File: config.mk
export PLATFORM = sky130hd
export DESIGN_NAME = otter_control_fsm
export DESIGN_NICKNAME = d
export VERILOG_FILES = /design/src/rtl/otter_control_fsm.sv
export SDC_FILE = /design/constraint.sdc
export NUM_CORES = 1
export LEC_CHECK = 0
export CORE_MARGIN = 2
export CORE_UTILIZATION = 45
export DETAILED_ROUTE_END_ITERATION = 16
export PLACE_DENSITY = 0.78
export RECOVER_POWER = 100
export SETUP_SLACK_MARGIN = 0.15
export SLEW_MARGIN = 20
export SYNTH_ARGS = -nofsm -noshare
export SYNTH_HDL_FRONTEND = slang
export SYNTH_SLANG_ARGS = --single-unit
File: constraint.sdc
create_clock -name CLK -period 6.65 [get_ports CLK]
set_clock_uncertainty 0.15 [all_clocks]
set_input_delay 0.9975 -clock CLK [delete_from_list [all_inputs] [get_ports CLK]]
set_output_delay 0.9975 -clock CLK [all_outputs]
set_load 0.02 [all_outputs]
File: src/rtl/otter_control_fsm.sv
// Multicycle control sequencer for the OTTER core: steps each instruction through
// FETCH/EXEC(/WB), enters TRAP on a retiring edge with INTR, and counts retirements.
module otter_control_fsm #(
  parameter int INSTRET_W = 32
) (
  input  logic                 CLK,
  input  logic                 RST_N,
  input  logic [6:0]           OPCODE,
  input  logic [2:0]           FUNC3,
  input  logic                 INTR,
  input  logic                 DMEM_VALID,
  output logic                 PC_WRITE,
  output logic                 PC_RST,
  output logic                 REG_WRITE,
  output logic                 MEM_RDEN1,
  output logic                 MEM_RDEN2,
  output logic                 MEM_WE2,
  output logic                 CSR_WE,
  output logic                 INT_TAKEN,
  output logic                 MRET_EXEC,
  output logic [INSTRET_W-1:0] INSTRET
);

  typedef enum logic [2:0] {
    ST_INIT  = 3'd0,
    ST_FETCH = 3'd1,
    ST_EXEC  = 3'd2,
    ST_WB    = 3'd3,
    ST_TRAP  = 3'd4
  } state_e;

  localparam logic [6:0] OP_LUI    = 7'b0110111;
  localparam logic [6:0] OP_AUIPC  = 7'b0010111;
  localparam logic [6:0] OP_JAL    = 7'b1101111;
  localparam logic [6:0] OP_JALR   = 7'b1100111;
  localparam logic [6:0] OP_IMM    = 7'b0010011;
  localparam logic [6:0] OP_REG    = 7'b0110011;
  localparam logic [6:0] OP_BRANCH = 7'b1100011;
  localparam logic [6:0] OP_STORE  = 7'b0100011;
  localparam logic [6:0] OP_LOAD   = 7'b0000011;
  localparam logic [6:0] OP_SYSTEM = 7'b1110011;

  state_e               state_q, state_d;
  logic [INSTRET_W-1:0] instret_q, instret_d;

  logic pc_write, pc_rst, reg_write, mem_rden1, mem_rden2, mem_we2, csr_we;
  logic int_taken, mret_exec;

  // NOTE: every signal gets a default before the case so no path leaves it
  // unassigned; otherwise synthesis infers a latch to hold the old value.
  always_comb begin
    state_d   = state_q;
    pc_write  = 1'b0;
    pc_rst    = 1'b0;
    reg_write = 1'b0;
    mem_rden1 = 1'b0;
    mem_rden2 = 1'b0;
    mem_we2   = 1'b0;
    csr_we    = 1'b0;
    int_taken = 1'b0;
    mret_exec = 1'b0;

    unique case (state_q)
      ST_INIT: begin
        pc_rst  = 1'b1;
        state_d = ST_FETCH;
      end

      ST_FETCH: begin
        mem_rden1 = 1'b1;
        state_d   = ST_EXEC;
      end

      ST_EXEC: begin
        pc_write = 1'b1;
        unique case (OPCODE)
          OP_LUI, OP_AUIPC, OP_JAL, OP_JALR, OP_IMM, OP_REG: reg_write = 1'b1;
          OP_BRANCH: ;
          OP_STORE:  mem_we2 = 1'b1;
          OP_LOAD: begin
            // Loads retire in WB once the data handshake completes.
            pc_write  = 1'b0;
            mem_rden2 = 1'b1;
          end
          OP_SYSTEM: begin
            if (FUNC3 == 3'b000) begin
              mret_exec = 1'b1;
            end else begin
              csr_we    = 1'b1;
              reg_write = 1'b1;
            end
          end
          default: ;  // illegal opcode: skipped, PC still advances
        endcase
        if (OPCODE == OP_LOAD) state_d = ST_WB;
        else                   state_d = INTR ? ST_TRAP : ST_FETCH;
      end

      ST_WB: begin
        if (DMEM_VALID) begin
          reg_write = 1'b1;
          pc_write  = 1'b1;
          state_d   = INTR ? ST_TRAP : ST_FETCH;
        end
      end

      ST_TRAP: begin
        int_taken = 1'b1;
        pc_write  = 1'b1;
        state_d   = ST_FETCH;
      end

      default: state_d = ST_INIT;
    endcase

    // Trap entry loads the PC but retires nothing.
    instret_d = instret_q + INSTRET_W'(pc_write && (state_q != ST_TRAP));
  end

  // NOTE: sequential state uses non-blocking assignments so every flop samples
  // the pre-edge values regardless of statement order.
  always_ff @(posedge CLK) begin
    if (!RST_N) begin
      state_q   <= ST_INIT;
      instret_q <= '0;
    end else begin
      state_q   <= state_d;
      instret_q <= instret_d;
    end
  end

  assign PC_WRITE  = pc_write;
  assign PC_RST    = pc_rst;
  assign REG_WRITE = reg_write;
  assign MEM_RDEN1 = mem_rden1;
  assign MEM_RDEN2 = mem_rden2;
  assign MEM_WE2   = mem_we2;
  assign CSR_WE    = csr_we;
  assign INT_TAKEN = int_taken;
  assign MRET_EXEC = mret_exec;
  assign INSTRET   = instret_q;

endmodule

* Word level (Yosys, flattened, before mapping)
Index checks and enable logic that the tools add are counted.
** Operators by class
- Add/sub/neg operators :: 1
- $mul :: 0
- Div/mod/pow operators :: 0
- $lt $le $gt $ge :: 0
- Equality and inequality tests :: 15
- Shift-type cells :: 0
- Mux-type cells :: 22
- Bitwise operators :: 0
- Reductions and logical operators :: 5
** Operator list (count)
- 32-bit by 1-bit adder with 32-bit output :: 1
- 7-bit by 6-bit equality test with 1-bit output (second input constant) :: 3
- 7-bit equality test (second input constant) :: 3
- 1-bit two-way mux :: 15
- 7-bit by 5-bit equality test with 1-bit output (second input constant) :: 2
- 3-bit one-hot mux with 4 select lines :: 1
- 3-bit two-way mux :: 3
- 7-bit by 2-bit equality test with 1-bit output (second input constant) :: 1
- 3-bit by 2-bit equality test with 1-bit output (second input constant) :: 2
- 3-bit zero test :: 2
- 6-bit OR reduction :: 1
- 1-bit one-hot mux with 2 select lines :: 2
- 3-bit by 1-bit equality test with 1-bit output (second input constant) :: 1
- 3-bit equality test (second input constant) :: 1
- 3-bit != test (second input constant) :: 1
- 1-bit one-hot mux with 3 select lines :: 1
- 2-bit != test (second input constant) :: 1
- 2-bit OR reduction :: 1
- 1-bit logical AND :: 1
** Storage, ports and cells
- Register bits :: 35
- Bits in latches :: 0
- Bits in writable memories :: 0
- Memory bits (read-only) :: 0
- Input bits :: 14
- Memories :: 0

* Depth between registers and ports, before layout
Gate-level depths: netlist of the first run.
- Depth after elaboration :: 5
- Mapped depth :: 10

* Least setup slack after synthesis of the first run
OpenSTA, ideal clock, no wires.
- Kind :: in2reg
- Start :: input OPCODE[4]
- End :: register instret_q[30], in the netlist INSTRET[30]
- Library setup time :: 0.072 ns
- Arrival time :: 3.120 ns
- Required time :: 6.428 ns
- Slack :: 3.308 ns
- Cell stages on the path :: 10
- Cells stage by stage :: nor3_1 nand4_1 o211a_1 ha_1 ha_1 nand4_1 or4_4 buf_2 nor4_2 mux2i_1
** Between the ends
- Word-level cells in the longest chain between the ends :: 5
** Ends and longest elaborated chain
- start, declared :: line 8 : input logic [6:0] OPCODE,
- 7-bit by 2-bit equality test with 1-bit output :: line 76 : unique case (OPCODE)
- 1-bit two-way mux :: line 76
- 1-bit one-hot mux with 3 select lines :: line 63 : unique case (state_q)
- 1-bit logical AND :: line 117 : instret_d = instret_q + INSTRET_W'(pc_write && (state_q != ST_TRAP));
- 32-bit by 1-bit adder with 32-bit output :: line 117
- end signal, assigned :: line 128 : instret_q <= instret_d;
- end, declared :: line 44 : logic [INSTRET_W-1:0] instret_q, instret_d;
Every way passes these cells.
A chain may end at the register's enable or synchronous reset.

* Final worst setup path of the first run
- Start :: input OPCODE[4]
- End :: output REG_WRITE
** Between the ends
- Word-level cells in the longest chain between the ends :: 4
- Elaborated cells on any way between the ends :: 10
- Classes of those cells :: 7 x eq/ne; 2 x mux; 1 x reduce/logical
** Ends and longest elaborated chain
- 7-bit by 6-bit equality test with 1-bit output, or another cell as far along :: line 76
- 6-bit OR reduction :: line 76
- 1-bit one-hot mux with 2 select lines (*) :: line 76
- 1-bit one-hot mux with 2 select lines (*) :: line 63
- end, declared :: line 14 : output logic REG_WRITE,
Every way passes the cells marked *; elsewhere a longest branch is shown, timed or not.

==> results.cfg, run 1 <==
[clock_network]
htreeDepth = 2
cts_root_buf = clkbuf_8
insertion_delay_ns = 0.28
cts_buffers = 5
path_clk_slew_ns = 0.06
clkSinkCount = 35
post_cts_buffers = 0
cts_hold_buffers = 0
post_cts_resized = 0
cts_tree = yes
clock_tree.buffer_depth = 2

[global_route]
overflow = 0
grt_pass1_vias = 1602
grt_pass1_wl_mm = 6.91
grt_max_degree = 31
grt.total_usage_pct = 19.7
antenna_found_initial = 0

[synth]
netlist_area_um2 = 1750
synth_edf_count = 0
async_flop_share_pct = 0
yosysSeqAreaShare_pct = 40.0
synth.top_cells.by_count = dfxtp_1 (35), a21oi_1 (21), nand2_1 (19)
synth_most_common_cell = dfxtp_1
synth_top_area_share_pct = 40.0
synth_area_leaders = dfxtp_1 (40%), a21oi_1 (6.0%), or4_1 (4.3%)
synth_ff_type = dfxtp_1
synth_seq_cells = 35
syn_avg_cell_area_um2 = 8.31
syn_inst = 211
syn_nets = 227
yosysWarnings = 0
synth_top_area_cell = dfxtp_1
synth_cell_types = 36

[timing]
rsz0062_at_grt = false
clock.fmax_ghz = 0.237
timing.final.ws_setup_ns = 2.42
min_period_ns = 4.23
finalCritPeriodShare_pct = 63.6
finalHoldViolCount = 0
maxSlewHeadroom_pct = 37.2
worst_pin_slew_ns = 0.941
hold-worst-slack_ns = 0.331
setup_viol = 0
setup-tns-final_ns = 0
slew_violations = 0

[worst_setup_path]
crit_path_max_fanout = 4
cp-end-kind = primary output
crit_path_start_kind = input port
rrSetupSlack_ns = 3.40
crit_arrival_ns = 3.08
ff2ff_path_depth = 8
criticalPathCategory = in2out
crit_required_ns = 5.50

[routing]
route.detailed.wl_per_inst_um = 12.9
drt_iter0_markers = 87
via_per_inst = 5.68
drc = 0
wl_mm = 4.05
ant_nets = 0
first_pass_iters = 4
vias = 1777

[placement]
dpl.cell_count = 305
dp_hpwl_mm = 2.91
routabilityCongestion = 0.772
portBuffers = 54
post-place-ws_ns = 2.47

[floorplan]
ios = 55
die_area_um2 = 4410
coreArea_um2 = 3720
rows = 22
die_w_um = 66.4
start_util_pct = 47.2
die_h_um = 66.4

[final_layout]
multi_input_area_um2 = 983
seq_area_um2 = 701
finalNetCount = 280
n_antenna_cell = 0
final_cell_count_no_fill = 313
layout-drive-gt1-share_pct = 3.77
syn2layout_area_growth_pct = 37.1
fillers = 336

[run_status]
status = finished, final reports clean

[hold_path]
holdPathStages = 2
hold_path.class = reg2reg

[power_and_ir_drop]
power.density_nw_per_um2 = 172
power_leakage_nw = 0.893
ir_drop_v = 0.000138

[flow_run]
drv_cap = 0
cell type report:
type / count / area share, %
well taps: 48 / 2.50
clock buffers: 8 / 4.16
inverters: 5 / 0.781
flip-flops and latches: 35 / 29.2
repair buffers: 54 / 22.5
multi-input cells: 163 / 40.9
path summary, 6_finish.rpt:
| check | startpoint | end |
|---|---|---|
| worst min-delay path | INSTRET[31]$_SDFF_PN0_ | INSTRET[31]$_SDFF_PN0_ |
| worst max-delay path | OPCODE[4] | REG_WRITE |
| worst max register to register | state_q[1]$_SDFFE_PN0P_ | INSTRET[22]$_SDFF_PN0_ |
| worst min register to register | INSTRET[31]$_SDFF_PN0_ | INSTRET[31]$_SDFF_PN0_ |
sequential cells by signal (all words and copies together) (netlist names):
register,count
state_q,3
INSTRET,32
logic make-up (layout without fill, tap and decap cells):
logic type | after synthesis | after routing | synth area share [%]
DFF | 35 | 35 | 40.0
buffers and inverters | 13 | 67 | 3.00
muxes | 2 | 2 | 1.14
and+or+nand+nor | 104 | 104 | 34.5
AOI/OAI and AO/OA | 45 | 45 | 15.0
xor gates and xnor gates | 10 | 10 | 5.00
adders and majority gates | 2 | 2 | 1.43
per-layer routing:
layer  track usage (%)  vias to the layer above  share of wire [%]
li1                  -                      892                  -
met1              24.0                      841                 46
met2              34.8                       39                 48
met3              4.77                        5                5.6
met4              4.59                        0               0.67
met5                 0                        -                  0
per-stage QoR:
step	instance area (µm²)	utilization [%]	total power, mW
after global placement	2320	62.4	0.252
after detailed placement	2320	62.4	0.252
after CTS	2420	65.1	0.417
final	2400	64.7	0.412
after floorplan	1750	-	0.235
after global routing	2400	64.7	0.428
where the power goes:
| part | switching, mW | internal [mW] | total (mW) |
|---|---|---|---|
| Sequential | 0.00319 | 0.211 | 0.215 |
| Clock | 0.0720 | 0.0945 | 0.166 |
| Combinational | 0.0153 | 0.0160 | 0.0313 |
| Total | 0.0904 | 0.322 | 0.412 |
critical path: stages:
cell and delay (ns):
dlygate4sd3_1 0.58, or3b_2 0.45, a21oi_1 0.15, a21oi_1 0.06
o22ai_1 0.15, dlygate4sd3_1 0.69
cells in the final DEF, fill, tap and decap left out, drive strengths merged, types with 2 or more instances in the layout:
cell | netlist | routed
xnor2 | 4 | 4
mux2i | 2 | 2
nand4b | 2 | 2
o31ai | 8 | 8
nand2 | 19 | 19
and3 | 3 | 3
clkdlybuf4s50 | 0 | 11
xor2 | 6 | 6
o21ai | 11 | 11
nand2b | 3 | 3
nor2 | 12 | 12
dlygate4sd3 | 0 | 43
a21oi | 21 | 21
and4 | 3 | 3
ha | 2 | 2
or3 | 10 | 10
and2 | 4 | 4
nand3 | 9 | 9
nor2b | 2 | 2
or4 | 11 | 11
dfxtp | 35 | 35
inv | 5 | 5
nor4 | 3 | 3
nor3 | 9 | 9
clkbuf | 5 | 8
nand4 | 11 | 11
No activity file was read; power rests on OpenSTA's default activity.
==> inputs of run 2 (changes only) <==
Clock period 6.65 ns to 3.9 ns, I/O delays scaled along.
==> results.cfg, run 2 (same netlist as run 1, synthesis figures left out) <==
[routing]
vias = 1801
first_pass_iters = 4
drt_iter0_markers = 77
wl_mm = 4.22
dr_wl_met2_mm = 2.00
ant_nets = 0
wl_met3_um = 277
drt-met1-wl_mm = 1.91
route.top_layer_used = met4
drc = 0
route.detailed.wl_per_inst_um = 13.4
via_per_inst = 5.70

[timing]
setup-tns-final_ns = 0
finalHoldViolCount = 0
min_period_ns = 3.48
setup_viol = 0
clock.fmax_ghz = 0.288
hold-worst-slack_ns = 0.337
slew_violations = 0
finalCritPeriodShare_pct = 89.1
maxSlewHeadroom_pct = 35.6
rsz0062_at_grt = false
worst_pin_slew_ns = 0.964
timing.final.ws_setup_ns = 0.424

[final_layout]
fin_area_um2 = 2440
fillers = 339
largest_reg_flops = 32
layout_commonest_cell = dlygate4sd3_1
final_cell_mix = dlygate4sd3_1 (43), dfxtp_1 (35), a21oi_1 (21)
layout-drive-gt1-share_pct = 4.48
n_antenna_cell = 0
finalNetCount = 283
syn2layout_area_growth_pct = 39.0

[global_route]
grt_pass1_wl_mm = 7.03
grt_max_degree = 31
grt.total_usage_pct = 20.4
overflow = 0
grt_pass1_vias = 1622
antenna_found_initial = 0

[clock_network]
clock_tree.buffer_depth = 2
cts_root_buf = clkbuf_8
post_cts_buffers = 0
cts_hold_buffers = 0
insertion_delay_ns = 0.29
cts_tree = yes
path_clk_slew_ns = 0.07
post_cts_resized = 0
cts_buffers = 5
clkSinkCount = 35
htreeDepth = 2

[worst_setup_path]
cp.buffers_inverters = 1
crit_required_ns = 3.96
path_cells = dlygate4sd3_1, nor3_1, nand4_1, o211a_1, ha_1, ha_1, nand4_1, or4_4, or4_1, a21oi_1
path_delay_family = simple AND/OR/NAND/NOR gates
critPathMaxStageDelay_ns = 0.66
crit_arrival_ns = 3.54
startpoint = OPCODE[4]
crit_path_start_kind = input port
criticalPathCategory = in2reg
cp-end-kind = flop
crit_path_max_fanout = 15
slowest_stage = or4_4
rr_startpoint = state_q[1]$_SDFFE_PN0P_

[floorplan]
start_util_pct = 47.2
coreArea_um2 = 3720
die_h_um = 66.4
ios = 55
die_w_um = 66.4
die_area_um2 = 4410
rows = 22

[power_and_ir_drop]
finalPower_uw = 757
power.density_nw_per_um2 = 311
ir_drop_v = 0.000341
power_leakage_nw = 0.908

[placement]
dp_hpwl_mm = 2.95
routabilityCongestion = 0.788
portBuffers = 54
post-place-ws_ns = 0.221
placed_cell_area_um2 = 2340

[hold_path]
hold_path.class = reg2reg
min_from = INSTRET[30]$_SDFF_PN0_

[run_status]
status = finished, final reports clean

[flow_run]
drv_cap = 0
==> run 2: cell types whose count changed in the layout (fill, tap and decap cells not counted) <==
cell       delta
clkbuf_1      +2
bufinv_16     +1
clkbuf_8      -1
clkinv_2      +1
or4_1         -1
or4_4         +1
==> run 2: power breakdown <==
part           total (mW)  leakage, nW  internal [mW]  switching, mW
clock               0.338       0.0612          0.207          0.131
sequential          0.366        0.282          0.360        0.00555
combinational      0.0533        0.565         0.0273         0.0260
==> run 2: layer usage <==
metal / vias up / track usage [%]
li1: 901 / -
met1: 842 / 25.4
met2: 53 / 33.4
met3: 5 / 6.13
met4: 0 / 6.63
met5: - / 0
==> run 2: metrics by stage <==
stage | instances | utilization, %
4_1_cts | 316 | 66.2
5_1_grt | 316 | 65.6
3_3_place_gp | 308 | 63.0
2_1_floorplan | 211 | -
6_report | 316 | 65.6
3_5_place_dp | 308 | 63.0
==> run 2: layout make-up <==
| class | count | area, µm² | share of cell area, % |
|---|---|---|---|
| flip-flops and latches | 35 | 701 | 28.8 |
| inverters | 5 | 18.8 | 0.770 |
| well taps | 48 | 60.1 | 2.47 |
| clock buffers | 6 | 82.6 | 3.39 |
| multi-input cells | 163 | 987 | 40.5 |
| clock inverters | 2 | 35.0 | 1.44 |
| repair buffers | 57 | 552 | 22.7 |
==> run 2: worst paths after layout <==
check | depth (start not counted) | slack (ns) | endpoint
max | 10 | 0.42 | INSTRET[26]$_SDFF_PN0_
min reg2reg | 2 | 0.34 | INSTRET[30]$_SDFF_PN0_
max reg2reg | 8 | 0.74 | INSTRET[26]$_SDFF_PN0_
min | 2 | 0.34 | INSTRET[30]$_SDFF_PN0_
==> run 2: tightest hold or removal path, cell delays in order (launching register included) <==
cell and delay, ns:
dfxtp_1 0.33, nand2_1 0.06, mux2i_1 0.05
